[config.mk]
export PLATFORM = sky130hd
export DESIGN_NAME = bus_arbiter
export DESIGN_NICKNAME = d
export VERILOG_FILES = /design/src/rtl/bus_arbiter.sv
export SDC_FILE = /design/constraint.sdc
export NUM_CORES = 1
export LEC_CHECK = 0
export CORE_AREA = 2 2 120 122
export DETAILED_ROUTE_END_ITERATION = 12
export DIE_AREA = 0 0 122 124
export GPL_TIMING_DRIVEN = 0
export PLACE_DENSITY_LB_ADDON = 0.15
export SYNTH_ARGS = -nofsm -noshare
export SYNTH_HDL_FRONTEND = slang
export SYNTH_SLANG_ARGS = --single-unit
[constraint.sdc]
create_clock -name clk -period 1.45 [get_ports clk]
set_input_delay 0.29 -clock clk [delete_from_list [all_inputs] [get_ports clk]]
set_output_delay 0.29 -clock clk [all_outputs]
set_load 0.01 [all_outputs]
[src/rtl/bus_arbiter.sv]
// Two-master bus arbiter: master 0 has fixed priority, master 1 is guaranteed a
// grant after at most HOLD_MAX consecutive master-0 wins. Reads return one cycle later.
module bus_arbiter #(
    parameter int WIDTH    = 32,
    parameter int HOLD_MAX = 4
) (
    input  logic             clk,
    input  logic             rst,
    input  logic             m0_req,
    input  logic             m1_req,
    input  logic [WIDTH-1:0] m0_addr,
    input  logic [WIDTH-1:0] m1_addr,
    input  logic [WIDTH-1:0] m0_wdata,
    input  logic [WIDTH-1:0] m1_wdata,
    input  logic [3:0]       m0_be,
    input  logic [3:0]       m1_be,
    input  logic             m0_we,
    input  logic             m1_we,
    output logic             m0_gnt,
    output logic             m1_gnt,
    output logic             m0_rvalid,
    output logic             m1_rvalid,
    output logic [WIDTH-1:0] m0_rdata,
    output logic [WIDTH-1:0] m1_rdata,
    output logic [WIDTH-1:0] addr,
    output logic [WIDTH-1:0] wdata,
    output logic [3:0]       be,
    output logic             we,
    input  logic [WIDTH-1:0] rdata
);

    localparam logic [3:0] HOLD_LIM = 4'(HOLD_MAX);

    logic [3:0] streak;
    logic       rd_pend;
    logic       rd_owner;
    logic       m1_turn;
    logic       m0_win;
    logic       m1_win;

    // Grants are gated by rst so nothing reaches the bus while reset is held.
    assign m1_turn = (streak >= HOLD_LIM);
    assign m0_win  = rst & m0_req & (~m1_req | ~m1_turn);
    assign m1_win  = rst & m1_req & (~m0_req | m1_turn);
    assign m0_gnt  = m0_win;
    assign m1_gnt  = m1_win;

    always_comb begin
        addr  = m0_addr;
        wdata = m0_wdata;
        be    = m0_be;
        we    = m0_win & m0_we;
        if (m1_win) begin
            addr  = m1_addr;
            wdata = m1_wdata;
            be    = m1_be;
            we    = m1_we;
        end
    end

    always_ff @(posedge clk or negedge rst) begin
        if (!rst) begin
            streak   <= 4'd0;
            rd_pend  <= 1'b0;
            rd_owner <= 1'b0;
        end else begin
            if (m1_win || !m1_req)
                streak <= 4'd0;
            else if (m0_win && streak < HOLD_LIM)
                streak <= streak + 4'd1;
            rd_pend  <= (m0_win | m1_win) & ~we;
            rd_owner <= m1_win;
        end
    end

    assign m0_rvalid = rd_pend & ~rd_owner;
    assign m1_rvalid = rd_pend &  rd_owner;
    assign m0_rdata  = rdata;
    assign m1_rdata  = rdata;

endmodule
==> results.yml, run 1 <==
yosys:
  synth_top_cells_by_area: "sky130_fd_sc_hd__mux2_4, sky130_fd_sc_hd__buf_4, sky130_fd_sc_hd__dfrtp_1"
  async_flop_share_pct: 100
  synth_nets: 345
  synth_edf_count: 0
  ys_seq_area_share_pct: 7.89
  synthFlopType: "sky130_fd_sc_hd__dfrtp_1"
  post_synthesis_instance_area_um2: 1900
  yosysWarningCount: 0
  yosys_top_cell_area_share_pct: 52.9
  yosysTopAreaCell: "sky130_fd_sc_hd__mux2_4"
  synthCells: 170
  yosys_register_bits: 6
  synthesized_area_per_cell_um2: 11.2
  ys_types: 23
routing:
  drc: 0
  vias: 2272
  postRouteWirelength_um: 9060
  routedWlPerCell_um: 14.1
  drt_iter0_drc: 30
  route.detailed.vias_per_inst: 3.54
  drtAntennaViolNets: 0
  firstDrtPassIters: 4
timing:
  post-route-min-period_ps: 2020
  timing_worst_slew_pin_value_ps: 296
  hold_violation_total_from_the_final_report: 0
  setup-tns-final_ps: -38580
  timing.final.setup_violations: 72
  timing.slew.headroom_pct: 80.3
  pins_over_slew_limit: 0
  final.setup_skew_ps: 0.565
  rsz_0062_raised_after_global_routing: "yes"
  final.setup.worst_slack_ps: -574
  clock.fmax_ghz: 0.494
  final_min_period_over_clock_period_pct: 140
  fin_hold_ws_ps: 387
grt:
  grt_first_pass_wirelength_um: 11800
  grt_most_used_layer: "met2"
  first_global_vias: 2208
  global_route_met3_utilization_pct: 2.88
  grt.met2_usage_pct: 19.7
  grt.met1_usage_pct: 10.9
  grt_start_max_net_pins: 11
  globalRouteTotalUtil_pct: 10.0
  grt_remaining_overflow: 0
  antenna_found_initial: 0
die:
  num_io_pins: 311
  dieWidth_um: 122
  die_y_um: 124
  floorplan.core_area_um2: 13700
  die_area_um2: 15100
  initial_util_pct: 13.9
  rows: 43
pwr:
  power_density_nw_per_um2: 405
  switching_share_pct: 24.6
  vdd_ir_drop_max_uv: 332
  power_switching_mw: 0.527
  power.internal_mw: 1.62
  total_power_mw: 2.14
  clock_power_share_pct: 20.6
  comb_power_share_pct: 71.1
  sequentialPowerShare_pct: 8.2
  cell_leakage_power_nw: 2.36
setup_path:
  critPathKind: "flop to primary output"
  crit_top_cell: "sky130_fd_sc_hd__buf_12"
  timing.critical_path.cells: "nor3b_4 > nor2_4 > buf_12 > buf_12 > mux2_4 > buf_2"
  critical_path_arrival_ps: 1730
  critPathBufInv: 3
  cp-start-kind: "flop"
  timing.critical_path.max_delay_family: "buffers and inverters"
  critical-path-max-stage-delay_ps: 430
  timing.critical_path.slowest_stage_cell: "sky130_fd_sc_hd__dfrtp_2"
  crit_path_end_kind: "primary output"
  worstPathMaxFanout: 10
  worst-endpoint-required_ps: 1160
min_path:
  worst_hold_path_type: "input pin to flop"
finish:
  non_filler_cells_in_the_finished_layout: 641
  layout-drive-gt1-share_pct: 49.9
  insertedDiodeCount: 0
  n_fill_cell: 1349
  most_common_library_cell_in_the_layout_ignoring_fill_and_taps: "sky130_fd_sc_hd__clkdlybuf4s50_1"
  post-route-util_pct: 38.5
  syn2layout_area_growth_pct: 178
  mostFrequentLayoutCells: "sky130_fd_sc_hd__clkdlybuf4s50_1, sky130_fd_sc_hd__mux2_4, sky130_fd_sc_hd__buf_4"
  nets: 638
  final_design_area_no_fill_um2: 5290
placed_design:
  gp_congestion: 0.714
  half_perimeter_wire_length_after_placement_um: 7740
  port_buffers: 278
  post_dp_cell_area_um2: 4950
  dp_cells: 628
  pre_cts_worst_setup_slack_ps: -1620
clock_tree:
  register_clock_pin_slew_on_the_reported_worst_setup_and_hold_paths_ps: 30
  cts_tree: "yes"
  clock_latency_ps: 230
  cts_root_buffer: "sky130_fd_sc_hd__clkbuf_16"
  cts_htree_levels: 1
  clockBufferDepth: 2
  clock_sinks: 6
  tritoncts.num_buffers: 3
run:
  drv.max_cap_violation_count: 0
outcome:
  violations_in_the_final_reports: "negative setup slack"
  outcome: "complete, but fails checks"
## synth_stat cells (2+ instances only)
library cell and n:
sky130_fd_sc_hd__o21a_1 2, sky130_fd_sc_hd__nand2_1 3, sky130_fd_sc_hd__buf_4 64, sky130_fd_sc_hd__nor2b_1 4, sky130_fd_sc_hd__o21ai_0 2, sky130_fd_sc_hd__buf_6 7
sky130_fd_sc_hd__dfrtp_1 6, sky130_fd_sc_hd__mux2_4 67
## metal layers
metal	up-vias	part of all wire [%]
li1	1112	-
met1	1003	34
met2	153	54
met3	4	11
met4	0	0.60
met5	-	0
## kinds of logic after synthesis
logic type	share of synthesized area (%)
AOI/OAI and AO/OA	2.96
adders and majority gates	0.657
and+or+nand+nor	5.39
muxes	53.5
DFF	7.89
buffers and inverters	29.7
## repair_timing
action / in CTS / in global routing
endpoints found under the hold margin: 6 / 0
pin swaps: 4 / 2
cloned: 3 / 1
resized for setup: 357 / 22
hold buffers: 1 / 0
endpoints found under the setup margin: 76 / 72
setup buffers: 4 / 2
## state kept, by name, indices dropped and copies added, names as in the netlist
register,count
streak,4
rd_owner,1
rd_pend,1
## cell type report
class,instances,area [um^2],share of cell area [%]
repair buffers,288,2990,56.6
flip-flops and latches,6,153,2.89
well taps,180,225,4.26
clock buffers,3,75.1,1.42
multi-input cells,92,1210,22.9
plain buffers,72,632,11.9
## power groups by stage
stage	sequential, mW	clock [mW]	combinational, mW
after detailed placement	0.179	0	1.46
final	0.177	0.442	1.52
after global placement	0.178	0	1.46
after CTS	0.177	0.455	1.51
after floorplan	0.178	0	0.572
after global routing	0.178	0.468	1.61
## final timing paths
path	from	end	slack [ps]	cells after the start
setup / recovery	streak[2]	wdata[30]	-570	6
hold / removal	rst	streak[3]	390	3
setup reg to reg	streak[2]	rd_pend	-40	6
hold reg to reg	streak[1]	streak[1]	550	2
max in group asynchronous	rst	streak[3]	700	2
min in group asynchronous	rst	streak[0]	510	2
## worst register-to-register path: cells and delay by family (launching register included)
kind / cells / cell delay [ps]
simple gates: 2 / 330
buf+inv: 3 / 410
compound gates: 1 / 230
flops: 1 / 430
(Power assumes the default switching activity.)
==> run 2, diff against run 1 <==
- ABC_AREA: unset -> 1
- CORE_AREA: 2 2 120 122 -> 2 2 121 123
- DIE_AREA: 0 0 122 124 -> 0 0 123 125
==> run 2 against run 1 <==
The flow still finishes with violations (negative setup slack). Die area up 1.6%. Core utilization down 1.6 points. Worst hold slack worse by 91 ps. Area after synthesis decreased by 14%. Final cell count is 27% higher. Sequential power rose by 2%. Routed wire length rose by 15%. Critical path type unchanged.
==> results.yml, run 2 <==
die:
  die_y_um: 125
  rows: 44
  initial_util_pct: 11.6
  dieWidth_um: 123
  floorplan.core_area_um2: 14200
  die_area_um2: 15400
  num_io_pins: 311
yosys:
  yosys_top_cell_area_share_pct: 49.0
  post_synthesis_instance_area_um2: 1650
  ys_types: 16
  synth_edf_count: 0
  yosys_register_bits: 6
  yosysTopAreaCell: "sky130_fd_sc_hd__nand2_1"
  synthesized_area_per_cell_um2: 5.11
  yosysWarningCount: 0
  yosysMostFrequentCell: "sky130_fd_sc_hd__nand2_1"
  synthFlopType: "sky130_fd_sc_hd__dfrtp_1"
  synth_commonest_cells: "sky130_fd_sc_hd__nand2_1, sky130_fd_sc_hd__buf_4, sky130_fd_sc_hd__buf_2, sky130_fd_sc_hd__dfrtp_1"
  synth_top_cells_by_area: "sky130_fd_sc_hd__nand2_1, sky130_fd_sc_hd__buf_4, sky130_fd_sc_hd__dfrtp_1"
  synth_nets: 497
  synthCells: 322
  async_flop_share_pct: 100
  ys_seq_area_share_pct: 9.13
finish:
  nets: 806
  syn2layout_area_growth_pct: 218
  non_filler_cells_in_the_finished_layout: 813
  post-route-util_pct: 36.9
  insertedDiodeCount: 0
  largest_register_ffs: 4
  registers.top_by_ff_count: "streak"
  most_common_library_cell_in_the_layout_ignoring_fill_and_taps: "sky130_fd_sc_hd__clkdlybuf4s50_1"
  mostFrequentLayoutCells: "sky130_fd_sc_hd__clkdlybuf4s50_1, sky130_fd_sc_hd__nand2_1, sky130_fd_sc_hd__buf_4"
  layout-drive-gt1-share_pct: 39.7
  reg_top3: "streak x4, rd_owner x1, rd_pend x1"
  area_taken_by_multi_input_logic_gates_um2: 1170
  n_fill_cell: 1502
  seqCellArea_um2: 150
pwr:
  cell_leakage_power_nw: 2.63
  power_switching_mw: 0.635
  vdd_ir_drop_max_uv: 285
  sequentialPowerShare_pct: 8.6
  power_density_nw_per_um2: 402
  power.internal_mw: 1.47
  clock_power_share_pct: 21.3
  comb_power_share_pct: 70.1
  switching_share_pct: 30.2
timing:
  hold_violation_total_from_the_final_report: 0
  timing.final.setup_violations: 71
  setup-tns-final_ps: -26190
  timing_worst_slew_pin_value_ps: 283
  clock.fmax_ghz: 0.529
  pins_over_slew_limit: 0
  fin_hold_ws_ps: 296
  final_min_period_over_clock_period_pct: 130
  post-route-min-period_ps: 1890
  final.setup.worst_slack_ps: -439
  final.setup_skew_ps: 2.27
  rsz_0062_raised_after_global_routing: "yes"
  timing.slew.headroom_pct: 81.1
placed_design:
  pre_cts_worst_setup_slack_ps: -1460
  dp_cells: 784
  gp_congestion: 0.786
  half_perimeter_wire_length_after_placement_um: 8270
  port_buffers: 278
outcome:
  violations_in_the_final_reports: "negative setup slack"
  outcome: "complete, but fails checks"
routing:
  route.detailed.vias_per_inst: 3.62
  vias: 2941
  drc: 0
  postRouteWirelength_um: 10400
  drt_iter0_drc: 52
  routedWlPerCell_um: 12.8
  drtAntennaViolNets: 0
  firstDrtPassIters: 4
clock_tree:
  register_clock_pin_slew_on_the_reported_worst_setup_and_hold_paths_ps: 30
  cts_htree_levels: 1
  clock_latency_ps: 230
  tritoncts.num_buffers: 3
  clock_sinks: 6
  cts_root_buffer: "sky130_fd_sc_hd__clkbuf_16"
  cts_tree: "yes"
  clockBufferDepth: 2
grt:
  grt_remaining_overflow: 0
  globalRouteTotalUtil_pct: 12.1
  grt_first_pass_wirelength_um: 14800
  grt_start_max_net_pins: 12
  antenna_found_initial: 0
  first_global_vias: 2957
setup_path:
  worst-endpoint-required_ps: 1160
  critPathKind: "flop to primary output"
  critical_path_arrival_ps: 1600
  worstPathMaxFanout: 6
  cp-start-kind: "flop"
  crit_path_end_kind: "primary output"
run:
  drv.max_cap_violation_count: 0
min_path:
  worst_hold_path_type: "input pin to flop"
## run 2: changes by cell type after synthesis, sizes merged, moves of 2 or more
cell and change:
nor2b -4, inv +7, nand2 +213, nand3 +3, buf +6, mux2 -68, nor2 +3, o21a -2
## run 2: final timing paths
check                           from         to  slack, ps  depth (start not counted)
min                              rst  streak[3]        300                          2
min in group asynchronous        rst  streak[1]        540                          2
max reg2reg                streak[3]  streak[1]         40                          9
max                        streak[3]   addr[18]       -440                          9
max in group asynchronous        rst    rd_pend        690                          2
min reg2reg                streak[1]  streak[1]        500                          2
## run 2: logic make-up after synthesis
logic type | Yosys count | share of synthesized area, %
and+or+nand+nor | 227 | 53.0
buffers and inverters | 85 | 36.0
DFF | 6 | 9.13
AOI/OAI and AO/OA | 2 | 0.608
xor gates and xnor gates | 1 | 0.532
adders and majority gates | 1 | 0.760
## run 2: power groups by stage
stage / clock [mW] / sequential [mW] / combinational, mW
6_report: 0.448 / 0.181 / 1.48
5_1_grt: 0.467 / 0.182 / 1.58
4_1_cts: 0.453 / 0.181 / 1.45
3_5_place_dp: 0 / 0.183 / 1.39
3_3_place_gp: 0 / 0.182 / 1.38
2_1_floorplan: 0 / 0.182 / 0.462
## run 2: layout make-up
class | count | area share (%)
Buffer | 77 | 12.4
Clock buffer | 3 | 1.43
Inverter | 7 | 0.740
Multi-Input combinational cell | 232 | 22.4
Sequential cell | 6 | 2.87
Tap cell | 184 | 4.39
Timing Repair Buffer | 304 | 55.7
## run 2: repair_timing
| item | 4_1_cts | 5_1_grt |
|---|---|---|
| endpoints found under the setup margin | 77 | 71 |
| endpoints found under the hold margin | 6 | 0 |
| cloned | 9 | 1 |
| buffers inserted | 16 | 1 |
| pin swaps | 14 | 27 |
| gates resized for setup | 396 | 61 |
| hold buffers | 1 | 0 |
## run 2: through the flow
stage / power, mW / instance area (um^2)
2_1_floorplan: 0.644 / 1650
3_3_place_gp: 1.57 / 4660
3_5_place_dp: 1.57 / 4660
4_1_cts: 2.08 / 5080
5_1_grt: 2.23 / 5240
6_report: 2.11 / 5240
## run 2: layer usage
layer | vias up | track usage (%) | wire, um
li1 | 1511 | - | -
met1 | 1266 | 12.6 | 3710
met2 | 159 | 24.2 | 5590
met3 | 5 | 3.19 | 1040
met4 | 0 | 1.40 | 49
met5 | - | 0 | 0
## run 2: worst max-delay path, cell delays in order, from the launching register on
cell	delay, ps
sky130_fd_sc_hd__dfrtp_1	390
sky130_fd_sc_hd__nor2_2	150
sky130_fd_sc_hd__nand2_2	120
sky130_fd_sc_hd__nand2_8	130
sky130_fd_sc_hd__inv_12	50
sky130_fd_sc_hd__buf_12	140
sky130_fd_sc_hd__buf_8	140
sky130_fd_sc_hd__nand2_2	60
sky130_fd_sc_hd__nand2_1	50
sky130_fd_sc_hd__buf_2	130
